**config.mk**
```make
export PLATFORM = sky130hd
export DESIGN_NAME = path_rom_sequencer_flat
export DESIGN_NICKNAME = d
export VERILOG_FILES = /design/src/rtl/path_rom_sequencer_if.sv /design/src/rtl/path_rom_sequencer.sv /design/src/flat_wrapper.sv
export SDC_FILE = /design/constraint.sdc
export NUM_CORES = 1
export LEC_CHECK = 0
export ABC_CLOCK_PERIOD_IN_PS = 2600
export BUFFER_PORTS_ARGS = -buffer_cell sky130_fd_sc_hd__buf_2
export CAP_MARGIN = 0
export CELL_PAD_IN_SITES_DETAIL_PLACEMENT = 1
export CELL_PAD_IN_SITES_GLOBAL_PLACEMENT = 2
export CORE_UTILIZATION = 38
export CTS_BUF_LIST = sky130_fd_sc_hd__clkbuf_4 sky130_fd_sc_hd__clkbuf_8
export CTS_CLUSTER_SIZE = 28
export DETAILED_ROUTE_END_ITERATION = 7
export GPL_TIMING_DRIVEN = 0
export PLACE_DENSITY_LB_ADDON = 0.1
export SLEW_MARGIN = 5
export SYNTH_ARGS = -nofsm -noshare
export SYNTH_HDL_FRONTEND = slang
export SYNTH_SLANG_ARGS = --single-unit
```
**constraint.sdc**
```tcl
create_clock -name CLK -period 2.6 [get_ports CLK]
set_input_delay 0.39 -clock CLK [delete_from_list [all_inputs] [get_ports CLK]]
set_output_delay 0.39 -clock CLK [all_outputs]
set_load 0.1 [all_outputs]
```
**src/rtl/path_rom_sequencer_if.sv**
```systemverilog
// Bus bundle between the path consumer, the path ROM and path_rom_sequencer.
// The slave modport is the sequencer's view; the master modport is the view of
// the surrounding logic (command source, ROM and consumer).
interface path_rom_sequencer_if;
  logic       iSTART;
  logic [8:0] iBASE;
  logic [9:0] iLENGTH;
  logic [8:0] oROM_ADDRESS;
  logic [9:0] iROM_DATA;
  logic [9:0] oDATA;
  logic       oVALID;
  logic       iREADY;
  logic       oLAST;
  logic       oBUSY;
  logic       oDONE;
  logic       oERROR;

  modport slave (
    input  iSTART, iBASE, iLENGTH, iROM_DATA, iREADY,
    output oROM_ADDRESS, oDATA, oVALID, oLAST, oBUSY, oDONE, oERROR
  );

  modport master (
    output iSTART, iBASE, iLENGTH, iROM_DATA, iREADY,
    input  oROM_ADDRESS, oDATA, oVALID, oLAST, oBUSY, oDONE, oERROR
  );
endinterface

```
**src/rtl/path_rom_sequencer.sv**
```systemverilog
// path_rom_sequencer: streams a contiguous run of 10-bit samples from a
// registered-read path ROM to a ready/valid consumer through a 2-entry FIFO.
// Optional build macro PATH_WRAP_EN: addresses wrap modulo 512; without it a
// run that would cross the top of the ROM is rejected with oERROR.
//
// state | meaning
// IDLE  | waiting for iSTART, validates the command
// RUN   | issuing ROM reads (credit limited)
// DRAIN | all reads issued, FIFO still holds data
// DONE  | one cycle, oDONE=1, then IDLE
module path_rom_sequencer #(
  parameter int DEPTH = 512
) (
  input logic CLK,
  input logic RESET,
  path_rom_sequencer_if.slave bus
);

  localparam int AW = $clog2(DEPTH);
  localparam int LW = AW + 1;

  typedef enum logic [1:0] {IDLE, RUN, DRAIN, DONE} state_t;

  state_t          state, next_state;
  logic [AW-1:0]   addr;
  logic [LW-1:0]   remaining;
  logic            inflight;
  logic            inflight_last;
  logic            error_q;
  logic [9:0]      buf_data [2];
  logic            buf_last [2];
  logic [1:0]      count;
  logic            rd_ptr;
  logic            wr_ptr;

  logic            cmd_ok;
  logic            accept;
  logic            xfer;
  logic            issue;
  logic [2:0]      occupancy;
  logic [2:0]      limit;

  // Command validation: length range plus, without wrapping, the ROM top bound.
  always_comb begin
    cmd_ok = (bus.iLENGTH != '0) && (bus.iLENGTH <= LW'(DEPTH));
`ifndef PATH_WRAP_EN
    if ({2'b00, bus.iBASE} + {1'b0, bus.iLENGTH} > (LW+1)'(DEPTH))
      cmd_ok = 1'b0;
`endif
  end

  // Read credit: the FIFO may hold two words. A beat leaving this cycle frees
  // a slot in time for a read issued now, which keeps one sample per clock.
  always_comb begin
    accept    = (state == IDLE) && bus.iSTART && cmd_ok;
    xfer      = (count != 2'd0) && bus.iREADY;
    occupancy = {1'b0, count} + {2'b00, inflight};
    limit     = xfer ? 3'd3 : 3'd2;
    issue     = (state == RUN) && (occupancy < limit);
  end

  // Next-state logic.
  always_comb begin
    next_state = state;
    case (state)
      IDLE:    if (accept) next_state = RUN;
      RUN:     if (issue && remaining == LW'(1)) next_state = DRAIN;
      DRAIN:   if (xfer && buf_last[rd_ptr]) next_state = DONE;
      DONE:    next_state = IDLE;
      default: next_state = IDLE;
    endcase
  end

  // State register.
  always_ff @(posedge CLK or posedge RESET) begin
    if (RESET) state <= IDLE;
    else       state <= next_state;
  end

  // Address/issue counters, in-flight tracking and the error pulse.
  always_ff @(posedge CLK or posedge RESET) begin
    if (RESET) begin
      addr          <= '0;
      remaining     <= '0;
      inflight      <= 1'b0;
      inflight_last <= 1'b0;
      error_q       <= 1'b0;
    end else begin
      if (accept) begin
        addr      <= bus.iBASE;
        remaining <= bus.iLENGTH;
      end else if (issue) begin
        remaining <= remaining - LW'(1);
`ifdef PATH_WRAP_EN
        addr <= addr + AW'(1);
`else
        // Hold on the final read so the address never rolls past the top.
        if (remaining != LW'(1)) addr <= addr + AW'(1);
`endif
      end
      inflight      <= issue;
      inflight_last <= issue && (remaining == LW'(1));
      error_q       <= (state == IDLE) && bus.iSTART && !cmd_ok;
    end
  end

  // Two-entry output FIFO: capture the ROM word one cycle after its read.
  always_ff @(posedge CLK or posedge RESET) begin
    if (RESET) begin
      buf_data[0] <= '0;
      buf_data[1] <= '0;
      buf_last[0] <= 1'b0;
      buf_last[1] <= 1'b0;
      count       <= 2'd0;
      rd_ptr      <= 1'b0;
      wr_ptr      <= 1'b0;
    end else begin
      if (inflight) begin
        buf_data[wr_ptr] <= bus.iROM_DATA;
        buf_last[wr_ptr] <= inflight_last;
        wr_ptr           <= ~wr_ptr;
      end
      if (xfer) rd_ptr <= ~rd_ptr;
      count <= count + {1'b0, inflight} - {1'b0, xfer};
    end
  end

  assign bus.oROM_ADDRESS = addr;
  assign bus.oDATA        = buf_data[rd_ptr];
  assign bus.oVALID       = (count != 2'd0);
  assign bus.oLAST        = (count != 2'd0) && buf_last[rd_ptr];
  assign bus.oBUSY        = (state == RUN) || (state == DRAIN);
  assign bus.oDONE        = (state == DONE);
  assign bus.oERROR       = error_q;

endmodule

```
**src/flat_wrapper.sv**
```systemverilog
// flat-port wrapper written by rule: the top's interface ports become plain ports
module path_rom_sequencer_flat 
#(
  parameter int DEPTH = 512
)
  (CLK, RESET, bus_iSTART, bus_iBASE, bus_iLENGTH, bus_iROM_DATA, bus_iREADY, bus_oROM_ADDRESS, bus_oDATA, bus_oVALID, bus_oLAST, bus_oBUSY, bus_oDONE, bus_oERROR);
  path_rom_sequencer_if bus_i ();
  input logic CLK;
  input logic RESET;
  input wire logic [$bits(bus_i.iSTART)-1:0] bus_iSTART;
  input wire logic [$bits(bus_i.iBASE)-1:0] bus_iBASE;
  input wire logic [$bits(bus_i.iLENGTH)-1:0] bus_iLENGTH;
  input wire logic [$bits(bus_i.iROM_DATA)-1:0] bus_iROM_DATA;
  input wire logic [$bits(bus_i.iREADY)-1:0] bus_iREADY;
  output wire logic [$bits(bus_i.oROM_ADDRESS)-1:0] bus_oROM_ADDRESS;
  output wire logic [$bits(bus_i.oDATA)-1:0] bus_oDATA;
  output wire logic [$bits(bus_i.oVALID)-1:0] bus_oVALID;
  output wire logic [$bits(bus_i.oLAST)-1:0] bus_oLAST;
  output wire logic [$bits(bus_i.oBUSY)-1:0] bus_oBUSY;
  output wire logic [$bits(bus_i.oDONE)-1:0] bus_oDONE;
  output wire logic [$bits(bus_i.oERROR)-1:0] bus_oERROR;
  assign bus_i.iSTART = bus_iSTART;
  assign bus_i.iBASE = bus_iBASE;
  assign bus_i.iLENGTH = bus_iLENGTH;
  assign bus_i.iROM_DATA = bus_iROM_DATA;
  assign bus_i.iREADY = bus_iREADY;
  assign bus_oROM_ADDRESS = bus_i.oROM_ADDRESS;
  assign bus_oDATA = bus_i.oDATA;
  assign bus_oVALID = bus_i.oVALID;
  assign bus_oLAST = bus_i.oLAST;
  assign bus_oBUSY = bus_i.oBUSY;
  assign bus_oDONE = bus_i.oDONE;
  assign bus_oERROR = bus_i.oERROR;
  path_rom_sequencer #(.DEPTH(DEPTH)) u_core (.CLK(CLK), .RESET(RESET), .bus(bus_i));
endmodule
```
Word level (Yosys, flattened, before mapping)

Index checks and enable logic that the tools add are counted.
W data, S select, Z words.

Bits in read-only memories: 0
Memory bits (writable): 0
Bits in latches: 0
Word-level logic and storage cells: 79
Input bits: 33
Memories: 0
Register bits: 50

Multiply operators: 0
Reduce and logical (&&, ||, !) cells: 19
Divide/modulo/power cells: 0
$lt $le $gt $ge: 6
Eq/ne operators: 8
Multiplexer cells: 23
Shift-type cells: 0
Bitwise operators: 4
Add/subtract/negate cells: 6

Operators by type and width:

| kind                    | number |
|---|---|
| $mux W10                | 6 |
| $mux W9                 | 3 |
| $bwmux W20              | 1 |
| $add A9 B10 Y11         | 1 |
| $gt A11 B10 Y1 const B  | 1 |
| $demux W10 S1           | 1 |
| $eq A10 B1 Y1 const B   | 1 |
| $le A10 B10 Y1 const B  | 1 |
| $logic_and A1 B1 Y1     | 10 |
| $ne A10 B1 Y1 const B   | 1 |
| $reduce_bool A10 Y1     | 1 |
| $sub A10 B1 Y10 const B | 1 |
| $add A9 B1 Y9 const B   | 1 |
| $pmux W2 S4             | 1 |
| $mux W1                 | 6 |
| $mux W2                 | 3 |
| $reduce_bool A2 Y1      | 3 |
| $eq A2 B2 Y1 const B    | 2 |
| $ge A2 B2 Y1 const B    | 2 |
| $ne A2 B1 Y1 const B    | 2 |
| $not A1 Y2              | 2 |
| $add A2 B1 Y3           | 1 |
| $lt A3 B3 Y1            | 1 |
| $reduce_and A3 Y1       | 1 |
| 12 further kinds        | 13 |

Logic depth before layout (Yosys ltp)

Depth in word-level cells: 8
Gate-level depth with buffers: 11

Least setup slack after synthesis

Ideal clock, no wire load.

Path kind: in2reg
Start point: input port bus_iLENGTH[0]
End point: register u_core.addr[0] (netlist: u_core.bus.oROM_ADDRESS[0])
Required time: 2.475 ns
Path buffers: 1
Setup time: 0.125 ns
Cell stages on the path: 11
Data arrival time: 2.721 ns
Setup slack: -0.246 ns
Path through: ha_1 > inv_1 > fa_1 > and2b_1 > o2111ai_1 > and4b_1 > nor3_1 > nand4b_2 > a21oi_4 > buf_12 > mux2_4

Cells in the longest elaborated chain, start to end: 6
Elaborated cells on any way between the ends: 11
Those cells by class: 1 x add/sub; 2 x order compare; 2 x mux; 6 x reduce/logical

Ends and longest elaborated chain:

| what                                                  | RTL line                                           | RTL |
|---|---|---|
| start: declaration                                    | flat_wrapper.sv:12                                 | `input wire logic [$bits(bus_i.iLENGTH)-1:0] bus_iLENGTH;` |
| $add A9 B10 Y11, or another cell as far along         | path_rom_sequencer.sv:47                           | `if ({2'b00, bus.iBASE} + {1'b0, bus.iLENGTH} > (LW+1)'(DEPTH))` |
| $gt A11 B10 Y1 or $logic_and A1 B1 Y1 (tied branches) | path_rom_sequencer.sv:47, path_rom_sequencer.sv:45 |  |
| $mux W1 (*)                                           | path_rom_sequencer.sv:47                           |  |
| $logic_and A1 B1 Y1 (*)                               | path_rom_sequencer.sv:55                           | `accept = (state == IDLE) && bus.iSTART && cmd_ok;` |
| $reduce_bool A2 Y1 (no source line)                   | --                                                 |  |
| $reduce_and A2 Y1 (no source line)                    | --                                                 |  |
| end signal: assignment                                | path_rom_sequencer.sv:90                           | `addr <= bus.iBASE;` |
| end signal: assignment                                | path_rom_sequencer.sv:98                           | `if (remaining != LW'(1)) addr <= addr + AW'(1);` |
| end: declaration                                      | path_rom_sequencer.sv:25                           | `logic [AW-1:0] addr;` |

Mark *: on every way between the ends. The rest lies on a longest branch, timed or not.
A chain may end at the register's enable or synchronous reset.

Worst setup path after layout

Start point: input port bus_iLENGTH[6]
End point: register u_core.remaining[5]

Cells in the longest elaborated chain, start to end: 5
Elaborated cells on any way between the ends: 9
Those cells by class: 1 x add/sub; 2 x order compare; 2 x mux; 4 x reduce/logical

Ends and longest elaborated chain:

| what                                                  | RTL line                                           | RTL |
|---|---|---|
| $add A9 B10 Y11, or another cell as far along         | path_rom_sequencer.sv:47                           |  |
| $gt A11 B10 Y1 or $logic_and A1 B1 Y1 (tied branches) | path_rom_sequencer.sv:47, path_rom_sequencer.sv:45 |  |
| $mux W1 (*)                                           | path_rom_sequencer.sv:47                           |  |
| $logic_and A1 B1 Y1 (*)                               | path_rom_sequencer.sv:55                           |  |
| $mux W10 or $reduce_bool A2 Y1 (tied branches)        | --                                                 |  |
| end signal: assignment                                | path_rom_sequencer.sv:91                           | `remaining <= bus.iLENGTH;` |
| end signal: assignment                                | path_rom_sequencer.sv:93                           | `remaining <= remaining - LW'(1);` |
| end: declaration                                      | path_rom_sequencer.sv:26                           | `logic [LW-1:0] remaining;` |

Marks and branches as above.

==> impl_metrics.csv <==
group,metric,value,unit
setup_path,cp.required,2790,ps
floorplanning,core_area,7848,um2
clock_tree,cts_root_buf,"clkbuf_8",
synth,ys_ff_latch,50,
cells_and_area,antenna_cells,0,
synth,yosysWarnings,0,
setup_path,cpPeakStageDelay,410,ps
cells_and_area,final_util,50.26,%
setup_path,worst-path-max-fanout,6,
hold_path,hold_path.class,"input port to async pin",
grt,use_met1,24.57,%
grt,grt_max_degree,35,
synth,synth.net_count,325,
grt,grtUsageTotal,17.89,%
sta,final_hold_viol_count,0,
setup_path,start_kind,"input port",
setup_path,crit_chain,"buf_2 > ha_1 > o21ai_0 > o21bai_2 > a211o_1 > a31o_2 > a21oi_4 > buf_12 > buf_12 > mux2_4",
detailed_routing,viasPerCell,5.191,
detailed_routing,routed_wl,7417,um
setup_path,timing_worst_setup_path_type,"input port to register",
sta,worstMarginPinSlew,627.5,ps
grt,grt_antenna_before_repair,0,
floorplanning,die-height,92.88,um
detailed_routing,antenna_left,0,
cells_and_area,fin_nets,397,
cells_and_area,layout-drive-gt1-share,45.77,%
placed_design,io_buffers,56,
detailed_routing,drc_errors,0,
sta,finClkSkew,12.61,ps
setup_path,cp.arrival,2770,ps
clock_tree,clock_latency,310,ps
setup_path,crit_path_end_kind,"register",
grt,grt_overflow,0,
floorplanning,start_util,39.99,%
sta,setup_violations,0,
clock_tree,cts_tree,"yes",
detailed_routing,drt-initial-drc-count,46,
detailed_routing,drtPass1Iterations,4,
floorplanning,die_w,92.88,um
grt,grt_pass1_vias,2459,
clock_tree,cts_buffer_depth,2,
synth,synth_edf_count,0,
synth,yosysUniqueCellTypes,53,
sta,max_slew_margin,58.17,%
clock_tree,cts.sinks,50,
setup_path,path_common_cell,"buf_12",
placed_design,dpl-instance-area,3586,um2
setup_path,cpMaxStageDelayCell,"o21ai_0",
synth,netlist_instances,270,
sta,fin_crit,2578,ps
floorplanning,io_pins,57,
sta,rsz0062_at_grt,"true",
cells_and_area,register_area,1251,um2
placed_design,gp_congestion,0.7721,
sta,clock.fmax,0.3879,GHz
synth,seq_area_frac_synth,39.87,%
synth,avgSynthCellArea,11.62,um2
cells_and_area,fin_area,3944,um2
grt,top_usage_layer,"met2",
sta,drv_slew,0,
clock_tree,cts_max_level,2,
placed_design,hpwl,5523,um
synth,synth_flop_cell,"dfrtp_1",
floorplanning,row_count,32,
run,cap_violations,0,
grt,grt_pass1_wl,12080,um
cells_and_area,multi_input_comb_area,1952,um2
cells_and_area,syn2layout_area_growth,25.68,%
clock_tree,clk_pin_slew_worst_paths,100,ps
grt,grt_use_met3,2.545,%
detailed_routing,avgRoutedWirePerCell,16.67,um
detailed_routing,num_vias,2310,
sta,post-route-period-util,99.16,%
clock_tree,cts_made_buffers,5,
cells_and_area,fillers,861,
floorplanning,dieArea,8626,um2
synth,async_flop_share,100.0,%
run_status,outcome,"complete, no violations",
synth,mappedNetlistArea,3138,um2
grt,met2_usage,29.84,%
worst paths after layout:
check	endpoint	slack (ps)	from	cells past startpoint
worst max-delay path	u_core.remaining[5]$_DFFE_PP0P_	20	bus_iLENGTH[6]	10
worst min-delay path	u_core.remaining[3]$_DFFE_PP0P_	60	RESET	2
worst max register to register	u_core.bus.oROM_ADDRESS[5]$_DFFE_PP0P_	160	u_core.inflight$_DFF_PP0_	9
worst min register to register	u_core.buf_data[18]$_DFFE_PP0P_	510	u_core.buf_data[18]$_DFFE_PP0P_	1
max in group asynchronous	u_core.buf_data[13]$_DFFE_PP0P_	2020	RESET	3
min in group CLK	u_core.buf_data[4]$_DFFE_PP0P_	320	bus_iROM_DATA[4]	2
cell type report:
cell class / instances / share of cell area [%]
flip-flops and latches: 50 / 31.73
clock inverters: 3 / 0.6028
plain buffers: 5 / 0.9835
inverters: 14 / 1.332
repair buffers: 65 / 10.88
multi-input cells: 201 / 49.49
clock buffers: 5 / 1.745
well taps: 102 / 3.236
flip-flops by register name, indices dropped and copies added (netlist names):
| name | cells |
|---|---|
| u_core.buf_data | 20 |
| u_core.remaining | 10 |
| u_core.bus.oROM_ADDRESS | 9 |
| u_core.buf_last | 2 |
| u_core.count | 2 |
| u_core.state | 2 |
| u_core.bus.oERROR | 1 |
| u_core.inflight | 1 |
| u_core.inflight_last | 1 |
| u_core.rd_ptr | 1 |
| u_core.wr_ptr | 1 |
cells by family (layout without fill, tap and decap cells):
family | count (synthesis) | count (layout) | share of synthesized area, %
AO/OA/AOI/OAI | 34 | 34 | 8.533
multiplexers | 55 | 55 | 20.65
adder cells (fa/ha/maj) | 22 | 22 | 9.011
flip-flops | 50 | 50 | 39.87
buffers and inverters | 19 | 92 | 2.911
XOR/XNOR | 24 | 24 | 6.699
AND/OR/NAND/NOR | 66 | 66 | 12.32
critical path, delay by kind of cell:
family | cells | cell delay, ps
compound gates | 5 | 1330
fa+ha+maj | 1 | 360
buf+inv | 3 | 400
mux | 1 | 290
cell usage in the layout (no fill, tap or decap), types with 3 or more instances in the layout:
cell type | Yosys | final
buf_2 | 0 | 54
dfrtp_1 | 50 | 50
mux2_2 | 42 | 33
ha_1 | 21 | 20
mux2_4 | 9 | 18
nor2_1 | 17 | 16
nand2_1 | 13 | 13
xnor2_1 | 13 | 13
inv_1 | 13 | 10
xor2_1 | 11 | 10
o21ai_0 | 8 | 6
nand3_1 | 5 | 5
buf_4 | 1 | 5
clkbuf_8 | 0 | 5
mux2i_1 | 4 | 4
nor3_1 | 6 | 4
nand2b_1 | 4 | 4
buf_12 | 1 | 4
nand4_1 | 4 | 4
o21ai_1 | 1 | 3
o21a_1 | 3 | 3
nor3_2 | 2 | 3
inv_2 | 0 | 3
synth_stat cells (all sizes together) (2+ instances only):
| master | number | area, um2 |
|---|---|---|
| mux2 | 51 | 608.1 |
| dfrtp | 50 | 1251 |
| ha | 21 | 262.8 |
| nor2 | 17 | 63.81 |
| inv | 13 | 48.80 |
| nand2 | 13 | 48.80 |
| xnor2 | 13 | 113.9 |
| xor2 | 11 | 96.34 |
| o21ai | 10 | 53.80 |
| nor3 | 8 | 50.05 |
| a21oi | 5 | 36.29 |
| nand3 | 5 | 25.02 |
| buf | 4 | 35.04 |
| mux2i | 4 | 40.04 |
| nand2b | 4 | 25.02 |
| nand4 | 4 | 25.02 |
| nand4b | 3 | 47.54 |
| nor4 | 3 | 18.77 |
| o21a | 3 | 22.52 |
| a21o | 2 | 16.27 |
| nor2b | 2 | 12.51 |
| o31a | 2 | 26.28 |
| o31ai | 2 | 15.01 |
| or4 | 2 | 22.52 |
per-layer routing:
layer,part of all wire (%),vias to the layer above
met5,0,-
met3,2.5,6
met4,0.92,0
met1,48,1161
li1,-,1110
met2,48,33
metrics by stage:
stage | setup TNS, ps | hold WS, ps | worst slack, ps | instances
after floorplan | -703.5 | 461.3 | -78.17 | 270
after global placement | -9945 | 481.8 | -580.9 | 428
after detailed placement | -9464 | 409.2 | -566.7 | 429
after CTS | 0 | 64.72 | 4.375 | 442
after global routing | -527.2 | 93.79 | -44.77 | 445
final | 0 | 63.25 | 21.95 | 445
repair_timing:
item,CTS,global route
hold buffers,0,0
resized for setup,9,28
setup endpoints to repair,19,18
cloned,1,0
hold endpoints to repair,0,0
pin swaps,4,8
setup buffers,4,3
Power is left out: the tool's default activity adds up to more than one toggle a clock period on the data nets, which glitch-free logic cannot reach.
